[config.mk]
export PLATFORM = sky130hd
export DESIGN_NAME = uart_rx_ctrl
export DESIGN_NICKNAME = d
export VERILOG_FILES = /design/src/rtl/uart_rx_ctrl.sv
export SDC_FILE = /design/constraint.sdc
export NUM_CORES = 1
export LEC_CHECK = 0
export CORE_ASPECT_RATIO = 0.5
export CORE_MARGIN = 2
export CORE_UTILIZATION = 45
export DETAILED_ROUTE_END_ITERATION = 8
export PLACE_DENSITY = 0.69
export SLEW_MARGIN = 5
export SYNTH_ARGS = -nofsm -noshare
export SYNTH_HDL_FRONTEND = slang
export SYNTH_SLANG_ARGS = --single-unit
[constraint.sdc]
create_clock -name clk -period 5.5 [get_ports clk]
set_input_delay 1.1 -clock clk [delete_from_list [all_inputs] [get_ports clk]]
set_output_delay 1.1 -clock clk [all_outputs]
set_load 0.1 [all_outputs]
[src/rtl/uart_rx_ctrl.sv]
// Receive-side controller for the oversampling UART receiver: arms it, holds the frame config,
// and queues received bytes with error tags. Optional frame timeout under UART_RX_CTRL_TIMEOUT_EN.
module uart_rx_ctrl #(
    parameter int FIFO_DEPTH = 4,
    parameter int ERR_CNT_W  = 8
) (
    input  logic                 clk,
    input  logic                 rst_n,
    input  logic                 enable,
    input  logic                 cfg_wr,
    input  logic [3:0]           cfg_length,
    input  logic                 cfg_parity_en,
    input  logic                 cfg_parity_type,
    input  logic                 cfg_stop2,
    output logic                 cfg_err,
    input  logic                 rx_line,
    output logic                 rx_start,
    output logic [3:0]           rx_length,
    output logic                 rx_parity_en,
    output logic                 rx_parity_type,
    output logic                 rx_stop2,
    input  logic [7:0]           rx_data,
    input  logic                 rx_done,
    input  logic                 rx_error,
    output logic [7:0]           m_data,
    output logic                 m_err,
    output logic                 m_valid,
    input  logic                 m_ready,
    output logic                 overrun,
    output logic [ERR_CNT_W-1:0] err_count,
    input  logic                 err_clr,
    output logic                 busy,
    output logic                 timeout
);
    localparam int AW = $clog2(FIFO_DEPTH);

    typedef enum logic [1:0] {
        ST_OFF   = 2'd0,
        ST_ARMED = 2'd1,
        ST_FRAME = 2'd2
    } state_t;

    function automatic logic len_legal(input logic [3:0] len);
        return (len >= 4'd5) && (len <= 4'd8);
    endfunction

    state_t               state_r, state_nxt_s;
    logic                 frame_err_r;
    logic                 rx_start_r, busy_r, cfg_err_r, timeout_r, overrun_r;
    logic [ERR_CNT_W-1:0] err_cnt_r;
    logic [3:0]           len_r, pend_len_r;
    logic                 pe_r, pt_r, s2_r, pend_pe_r, pend_pt_r, pend_s2_r, pend_valid_r;
    logic [8:0]           mem_r [FIFO_DEPTH];
    logic [AW:0]          wr_ptr_r, rd_ptr_r;

    logic cap_s, tag_s, full_s, empty_s, pop_s, push_s, drop_s, err_inc_s;
    logic cfg_ok_s, leave_frame_s, timeout_hit_s;

`ifdef UART_RX_CTRL_TIMEOUT_EN
    logic [8:0] frame_cnt_r;
    logic [4:0] limit_units_s;
    logic [8:0] limit_s;

    assign limit_units_s = 5'd3 + {1'b0, len_r} + {4'd0, pe_r} + {4'd0, s2_r};
    assign limit_s       = {limit_units_s, 4'd0};
    assign timeout_hit_s = (state_r == ST_FRAME) && !rx_done && (frame_cnt_r == (limit_s - 9'd1));

    // Frame-length counter: zero on FRAME entry, counts every FRAME cycle
    always_ff @(posedge clk or negedge rst_n) begin
        if (!rst_n) begin
            frame_cnt_r <= 9'd0;
        end else if ((state_r != ST_FRAME) && (state_nxt_s == ST_FRAME)) begin
            frame_cnt_r <= 9'd0;
        end else if (state_r == ST_FRAME) begin
            frame_cnt_r <= frame_cnt_r + 9'd1;
        end
    end
`else
    assign timeout_hit_s = 1'b0;
`endif

    assign cap_s         = rx_done && (state_r != ST_OFF);
    // Error flag only belongs to the frame in flight; a done seen in ARMED carries only rx_error
    assign tag_s         = ((state_r == ST_FRAME) && frame_err_r) || rx_error;
    assign empty_s       = (wr_ptr_r == rd_ptr_r);
    assign full_s        = (wr_ptr_r[AW] != rd_ptr_r[AW]) && (wr_ptr_r[AW-1:0] == rd_ptr_r[AW-1:0]);
    assign pop_s         = !empty_s && m_ready;
    assign push_s        = cap_s && (!full_s || pop_s);
    assign drop_s        = cap_s && !push_s;
    assign err_inc_s     = (cap_s && (tag_s || drop_s)) || timeout_hit_s;
    assign cfg_ok_s      = cfg_wr && len_legal(cfg_length);
    assign leave_frame_s = (state_r == ST_FRAME) && (rx_done || timeout_hit_s);

    // Next-state logic
    always_comb begin
        state_nxt_s = state_r;
        case (state_r)
            ST_OFF: begin
                if (enable) state_nxt_s = ST_ARMED;
                else        state_nxt_s = ST_OFF;
            end
            ST_ARMED: begin
                if (rx_done)       state_nxt_s = enable ? ST_ARMED : ST_OFF;
                else if (!enable)  state_nxt_s = ST_OFF;
                else if (!rx_line) state_nxt_s = ST_FRAME;
                else               state_nxt_s = ST_ARMED;
            end
            ST_FRAME: begin
                if (rx_done || timeout_hit_s) state_nxt_s = enable ? ST_ARMED : ST_OFF;
                else                          state_nxt_s = ST_FRAME;
            end
            default: state_nxt_s = ST_OFF;
        endcase
    end

    // State register, registered status outputs and frame error accumulation
    always_ff @(posedge clk or negedge rst_n) begin
        if (!rst_n) begin
            state_r     <= ST_OFF;
            rx_start_r  <= 1'b0;
            busy_r      <= 1'b0;
            cfg_err_r   <= 1'b0;
            timeout_r   <= 1'b0;
            frame_err_r <= 1'b0;
        end else begin
            state_r    <= state_nxt_s;
            rx_start_r <= (state_nxt_s != ST_OFF);
            busy_r     <= (state_nxt_s == ST_FRAME);
            cfg_err_r  <= cfg_wr && !len_legal(cfg_length);
            timeout_r  <= timeout_hit_s;
            if (state_r != ST_FRAME) frame_err_r <= 1'b0;
            else                     frame_err_r <= frame_err_r | rx_error;
        end
    end

    // Active and pending frame configuration; a write arriving on the exit cycle is the newest
    always_ff @(posedge clk or negedge rst_n) begin
        if (!rst_n) begin
            len_r        <= 4'd8;
            pe_r         <= 1'b0;
            pt_r         <= 1'b0;
            s2_r         <= 1'b0;
            pend_len_r   <= 4'd8;
            pend_pe_r    <= 1'b0;
            pend_pt_r    <= 1'b0;
            pend_s2_r    <= 1'b0;
            pend_valid_r <= 1'b0;
        end else if (leave_frame_s) begin
            pend_valid_r <= 1'b0;
            if (cfg_ok_s) begin
                len_r <= cfg_length;
                pe_r  <= cfg_parity_en;
                pt_r  <= cfg_parity_type;
                s2_r  <= cfg_stop2;
            end else if (pend_valid_r) begin
                len_r <= pend_len_r;
                pe_r  <= pend_pe_r;
                pt_r  <= pend_pt_r;
                s2_r  <= pend_s2_r;
            end
        end else if (cfg_ok_s) begin
            if (state_r == ST_FRAME) begin
                pend_len_r   <= cfg_length;
                pend_pe_r    <= cfg_parity_en;
                pend_pt_r    <= cfg_parity_type;
                pend_s2_r    <= cfg_stop2;
                pend_valid_r <= 1'b1;
            end else begin
                len_r <= cfg_length;
                pe_r  <= cfg_parity_en;
                pt_r  <= cfg_parity_type;
                s2_r  <= cfg_stop2;
            end
        end
    end

    // Saturating error counter and sticky overrun; a same-cycle event outranks the clear
    always_ff @(posedge clk or negedge rst_n) begin
        if (!rst_n) begin
            err_cnt_r <= '0;
            overrun_r <= 1'b0;
        end else begin
            if (err_clr)
                err_cnt_r <= err_inc_s ? ERR_CNT_W'(1) : ERR_CNT_W'(0);
            else if (err_inc_s && (err_cnt_r != {ERR_CNT_W{1'b1}}))
                err_cnt_r <= err_cnt_r + ERR_CNT_W'(1);
            if (drop_s)       overrun_r <= 1'b1;
            else if (err_clr) overrun_r <= 1'b0;
        end
    end

    // Receive FIFO storage and pointers
    always_ff @(posedge clk or negedge rst_n) begin
        if (!rst_n) begin
            for (int i = 0; i < FIFO_DEPTH; i++) mem_r[i] <= 9'd0;
            wr_ptr_r <= '0;
            rd_ptr_r <= '0;
        end else begin
            if (push_s) begin
                mem_r[wr_ptr_r[AW-1:0]] <= {tag_s, rx_data};
                wr_ptr_r <= wr_ptr_r + {{AW{1'b0}}, 1'b1};
            end
            if (pop_s) rd_ptr_r <= rd_ptr_r + {{AW{1'b0}}, 1'b1};
        end
    end

    assign m_valid        = !empty_s;
    assign m_data         = mem_r[rd_ptr_r[AW-1:0]][7:0];
    assign m_err          = mem_r[rd_ptr_r[AW-1:0]][8];
    assign rx_start       = rx_start_r;
    assign busy           = busy_r;
    assign cfg_err        = cfg_err_r;
    assign timeout        = timeout_r;
    assign overrun        = overrun_r;
    assign err_count      = err_cnt_r;
    assign rx_length      = len_r;
    assign rx_parity_en   = pe_r;
    assign rx_parity_type = pt_r;
    assign rx_stop2       = s2_r;
endmodule

==> out/metrics.csv, run 1 <==
stage;metric;value;unit
timing;period_needed;3.86;ns
min_path;min-delay-path-class;reg -> reg;
die;core;0.00732;sq mm
timing;setup_ws;1.64;ns
die;start_util;46.2;%
timing;rsz0062_at_grt;false;
setup_path;path_buf_inv;1;
route;num_vias;2262;
flow_run;drv_cap;0;
synth;syn_inst;262;
timing;slew_violations;0;
global_route;gr-max-usage-layer;met2;
global_route;grt-ovfl-total;0;
placement;placedCellCount;403;
global_route;grtUsageMet1;23.5;%
global_route;met3_usage;6.60;%
synth;ys_warn_count;0;
global_route;grt_pass1_wl;11.8;mm
global_route;grt.total_usage;18.4;%
final_layout;num-nets-final;348;
synth;synth_edf_count;0;
final_layout;final.fill_count;611;
global_route;grt_pass1_vias;2414;
synth;seq_area_frac_synth;53.3;%
placement;gp_congestion;0.827;
power_and_ir_drop;power.density;644;mW/mm^2
setup_path;worst_path_max_delay_cell;clkdlybuf4s50_1;
synth;synth_nets;292;
synth;synth_area;0.00339;sq mm
setup_path;critPathMaxStageDelay;1.14;ns
setup_path;cp.arrival;2.76;ns
clock_network;cts_buffers;9;
synth;async_flop_share;100;%
timing;fin_crit_sh;70.2;%
synth;avgSynthCellArea;12.9;sq um
route;routed_wirelength;6.67;mm
placement;place_area;0.00399;sq mm
clock_network;cts.htree.levels;3;
global_route;antenna_found_initial;0;
synth;synth_ff_type;dfrtp_1;
setup_path;required;4.40;ns
route;vias_per_cell;5.40;
clock_network;cts_sinks;72;
timing;slew_headroom;34.5;%
placement;post-place-ws;1.94;ns
final_layout;num_antenna_cells;0;
clock_network;clockBufferDepth;2;
timing;worst_slew_pin_slew;0.980;ns
final_layout;area_delta_synth_final;26.8;%
power_and_ir_drop;vdd_ir_drop_max;0.000453;V
route;drcViolationCount;0;
synth;ys_ff_latch;72;
final_layout;final_cells;419;
route;ant_nets;0;
placement;hpwl;4.67;mm
clock_network;clk-insertion-delay-late;0.33;ns
run_status;status;finished, final reports clean;
timing;setup_viol;0;
route;drt_iter0_drc;150;
timing;max_freq;0.259;GHz
route;avgRoutedWirePerCell;15.9;um
setup_path;end_kind;primary output;
final_layout;final_area;0.00429;sq mm
die;rows;22;
setup_path;cp_max_fo;12;
global_route;grtUsageMet2;28.9;%
global_route;grt_max_degree;73;
route;drt_first_pass_iters;4;
die;die_y;65.3;um
timing;skew;0.00457;ns
clock_network;cts_hold_buf;0;
placement;io_buffer_count;52;
synth;netlist-cell-type-count;47;
die;dieArea;0.00828;sq mm
clock_network;cts_resized;0;
clock_network;tritoncts;done;
clock_network;path_clk_slew;0.05;ns
setup_path;cp_top_family;buffers and inverters;
setup_path;path_class;reg -> out;
setup_path;critPathLaunchType;flip-flop;
timing;finalHoldViolations;0;
timing;final.setup.tns;0;ns
die;ios;54;
final_layout;layout-drive-gt1-share;26.9;%
power_and_ir_drop;p_total;2760;uW
power_and_ir_drop;power_leakage;0.00181;uW
clock_network;clock-root-buffer;clkbuf_16;
clock_network;post_cts_buffers;0;
setup_path;cp_cell_sequence;xor2_1 > nor2_1 > nand2_1 > clkdlybuf4s50_1;
die;die_width;127;um
==> power by group <==
part	total, uW	switching (uW)	internal (uW)	leakage, uW
Clock	582	208	374	0.000150
Combinational	1330	884	449	0.000768
Sequential	849	136	713	0.000891
==> worst paths after layout <==
kind / start / endpoint / slack, ns / cells past startpoint
min in group asynchronous: rst_n / mem_r[15] / 0.97 / 2
setup / recovery: rd_ptr_r[0] / m_valid / 1.64 / 4
max in group asynchronous: rst_n / busy / 3.93 / 2
hold / removal: wr_ptr_r[2] / wr_ptr_r[2] / 0.49 / 1
setup reg to reg: rd_ptr_r[0] / mem_r[3] / 3.00 / 5
hold reg to reg: wr_ptr_r[2] / wr_ptr_r[2] / 0.49 / 1
==> layer usage <==
metal	up-vias	wire length, um	part of all wire [%]
met5	-	0	0
met4	0	87	1.3
met3	9	352	5.3
met2	48	3220	48
met1	1139	3010	45
li1	1066	-	-
==> flip-flops by register name (all words and copies together) (netlist names), 2 cells and up <==
name / cells
mem_r: 36
err_count: 8
pend_len_r: 4
rx_length: 4
rd_ptr_r: 3
wr_ptr_r: 3
state_r: 2
==> cell usage in the layout, fill, tap and decap left out, types with 2 or more instances in the layout <==
cell type	n
clkbuf_1	2
clkbuf_8	2
nand2_2	5
mux4_2	9
nand3_1	8
clkdlybuf4s50_1	51
xor2_1	5
a211o_1	4
nor2b_1	2
nor3b_1	3
inv_1	7
clkbuf_16	9
o21ai_0	9
clkinv_2	2
dfstp_2	2
or2_2	2
or3_1	3
ha_1	6
nand2_1	16
a32o_1	2
o211ai_1	4
xnor2_1	5
o211a_1	3
nor2_1	13
a21oi_1	8
mux2_2	47
dfrtp_1	70
==> cells by family (layout without fill, tap and decap cells) <==
group	count (synthesis)	count (layout)	synth area share, %
other cells	1	1	0.111
mux	57	57	21.9
buf+inv	15	76	1.85
compound gates	39	39	8.13
xor+xnor	10	10	2.59
fa+ha+maj	6	6	2.22
flops	72	72	53.3
simple gates	62	62	9.90
==> synth_stat cells (all sizes together), types with 5 or more instances <==
library cell,count,area (sq um)
ha,6,75.1
o21ai,10,53.8
xor2,5,43.8
dfrtp,70,1750
nor2,14,55.1
a21oi,9,48.8
xnor2,5,43.8
mux4,9,203
nand3,8,40.0
nand2,21,91.3
inv,7,26.3
mux2,47,529
==> cell type report <==
cell class	instances	area (sq um)	share of cell area, %
clock buffers	13	260	6.06
inverters	7	26.3	0.612
clock inverters	3	40.0	0.933
multi-input cells	175	1520	35.4
flip-flops and latches	72	1800	42.0
repair buffers	53	523	12.2
well taps	96	120	2.80
==> per-stage QoR <==
stage / utilization (%) / hold slack (ns)
3_3_place_gp: 54.5 / 0.481
3_5_place_dp: 54.5 / 0.488
2_1_floorplan: - / 0.464
6_report: 58.6 / 0.491
5_1_grt: 58.6 / 0.510
4_1_cts: 58.6 / 0.495
Note: power is estimated with default switching activity, not from simulation.
==> inputs of run 2 (changes only) <==
--- a/config.mk
+++ b/config.mk
@@ -9,7 +9,7 @@
 export CORE_MARGIN = 2
 export CORE_UTILIZATION = 45
 export DETAILED_ROUTE_END_ITERATION = 8
-export PLACE_DENSITY = 0.69
+export PLACE_DENSITY = 0.72
 export SLEW_MARGIN = 5
 export SYNTH_ARGS = -nofsm -noshare
 export SYNTH_HDL_FRONTEND = slang
==> constraint.sdc (replaced) <==
create_clock -name clk -period 3.1 [get_ports clk]
set_input_delay 0.62 -clock clk [delete_from_list [all_inputs] [get_ports clk]]
set_output_delay 0.62 -clock clk [all_outputs]
set_load 0.1 [all_outputs]
==> out/metrics.csv, run 2 (synthesized netlist as in run 1, its figures left out) <==
stage;metric;value;unit;change
setup_path;end_kind;primary output;;
placement;io_buffer_count;52;;unchanged
route;vias_per_cell;5.34;;-1.1%
min_path;min-delay-path-class;in -> async;;
setup_path;path_buf_inv;2;;+1
route;drt_iter0_drc;137;;-8.7%
clock_network;clock-root-buffer;clkbuf_16;;
die;dieArea;0.00828;sq mm;unchanged
clock_network;clk-insertion-delay-late;0.33;ns;about the same
timing;fin_crit_sh;82.7;%;
timing;max_freq;0.390;GHz;
final_layout;postLayoutCoreUtil;58.7;%;+0.068 points
run_status;status;finished, final reports clean;;
final_layout;final_common_cell;dfrtp_1;;
global_route;grt_max_degree;28;;-62%
timing;worst_slew_pin_slew;0.536;ns;-0.444 ns
route;num_vias;2253;;-0.40%
setup_path;required;2.48;ns;-1.92 ns
global_route;grt-ovfl-total;0;;unchanged
setup_path;crit_top_cell;buf_4;;
setup_path;cp_cell_sequence;buf_4 > mux4_2 > buf_4;;
final_layout;layout-drive-gt1-share;36.8;%;+9.9 points
final_layout;num-nets-final;351;;+0.86%
clock_network;path_clk_slew;0.06;ns;about the same
power_and_ir_drop;power.density;1180;mW/mm^2;+84%
route;avgRoutedWirePerCell;17.0;um;+6.6%
route;drt_first_pass_iters;4;;unchanged
global_route;grt_pass1_wl;11.9;mm;+1.1%
global_route;grt.total_usage;19.1;%;+0.71 points
setup_path;worst_path_max_delay_cell;dfrtp_1;;
placement;placedCellCount;406;;+0.74%
final_layout;layout_common_cells;70 x dfrtp_1, 47 x mux2_2, 33 x buf_4;;
timing;skew;0.00344;ns;-0.00114 ns
setup_path;cp_top_family;flip-flops;;
setup_path;cp_max_fo;7;;-5
clock_network;cts_sinks;72;;unchanged
timing;setup_viol;0;;unchanged
die;die_width;127;um;unchanged
final_layout;final_cells;422;;+0.72%
clock_network;clockBufferDepth;2;;unchanged
setup_path;critPathMaxStageDelay;0.56;ns;-0.58 ns
die;core;0.00732;sq mm;unchanged
clock_network;cts_hold_buf;0;;unchanged
global_route;antenna_found_initial;0;;unchanged
die;ios;54;;unchanged
route;routed_wirelength;7.16;mm;+7.3%
die;rows;22;;unchanged
route;drcViolationCount;0;;unchanged
timing;final.setup.tns;0;ns;unchanged
final_layout;largest_reg_flops;36;;unchanged
clock_network;cts_resized;0;;unchanged
final_layout;area_delta_synth_final;26.9;%;
timing;slew_violations;0;;unchanged
timing;finalHoldViolations;0;;unchanged
clock_network;tritoncts;done;;
clock_network;cts_buffers;9;;unchanged
setup_path;path_class;reg -> out;;
clock_network;cts.htree.levels;3;;unchanged
setup_path;critPathLaunchType;flip-flop;;
timing;period_needed;2.56;ns;
timing;slew_headroom;64.3;%;+30 points
global_route;grt_pass1_vias;2405;;-0.37%
die;start_util;46.2;%;unchanged
placement;gp_congestion;0.802;;-3.0%
placement;hpwl;5.05;mm;+8.2%
power_and_ir_drop;vdd_ir_drop_max;0.000660;V;+46%
die;die_y;65.3;um;unchanged
final_layout;regMostFlops;mem_r;;
route;ant_nets;0;;unchanged
power_and_ir_drop;power_leakage;0.00188;uW;+4.2%
timing;rsz0062_at_grt;false;;
setup_path;cp.arrival;1.94;ns;-0.82 ns
final_layout;num_antenna_cells;0;;unchanged
flow_run;drv_cap;0;;unchanged
clock_network;post_cts_buffers;0;;unchanged
## run 2: changes by cell type in the layout (fill, tap and decap cells not counted), sizes merged
cell / previous run / this run
buf: 2 / 34
clkdlybuf4s50: 51 / 22
bufinv: 1 / 3
clkinv: 2 / 0
clkbuf: 13 / 12
inv: 7 / 8
## run 2: worst paths after layout
kind,from,cells past startpoint,endpoint,slack [ns]
worst min register to register,rd_ptr_r[2],1,rd_ptr_r[2],0.49
worst min-delay path,rst_n,1,mem_r[5],0.25
max in group asynchronous,rst_n,2,cfg_err,2.09
min in group clk,rd_ptr_r[2],1,rd_ptr_r[2],0.49
worst max-delay path,rd_ptr_r[0],3,m_data[3],0.54
worst max register to register,rd_ptr_r[1],5,mem_r[0],0.73
## run 2: worst register-to-register path, delay by kind of cell, from the launching register on
family / cells / cell delay, ns
XOR/XNOR: 1 / 0.22
AND/OR/NAND/NOR: 3 / 0.96
multiplexers: 1 / 0.39
flip-flops: 1 / 0.68
## run 2: metal layers
| layer | up-vias | wire [um] | GRT usage, % | part of all wire, % |
|---|---|---|---|---|
| met5 | - | 0 | 0 | 0 |
| met4 | 0 | 138 | 8.38 | 1.9 |
| met3 | 12 | 220 | 5.54 | 3.1 |
| met2 | 29 | 3710 | 33.4 | 52 |
| met1 | 1141 | 3090 | 22.4 | 43 |
| li1 | 1071 | - | - | - |
## run 2: metrics by stage
step | cell area (sq um) | setup WS (ns) | hold slack, ns | power (uW)
6_report | 4300 | 0.537 | 0.253 | 5090
4_1_cts | 4300 | 0.495 | 0.253 | 5140
3_5_place_dp | 3940 | 0.426 | 0.487 | 3900
5_1_grt | 4300 | 0.416 | 0.285 | 5300
2_1_floorplan | 3390 | 0.777 | 0.324 | 3390
3_3_place_gp | 3940 | 0.470 | 0.481 | 3810
## run 2: area by class of cell
type	instances	area (sq um)
clock buffers	12	256
repair buffers	56	473
multi-input cells	175	1520
flip-flops and latches	72	1800
fillers	602	3020
inverters	7	26.3
well taps	96	120
clock inverters	4	98.8
## run 2: power by group
part           internal, uW  switching (uW)  total, uW  leakage (uW)
sequential             1270             238       1500      0.000891
combinational           753            1620       2370      0.000820
clock                   833             382       1210      0.000173
total                  2850            2240       5090       0.00188
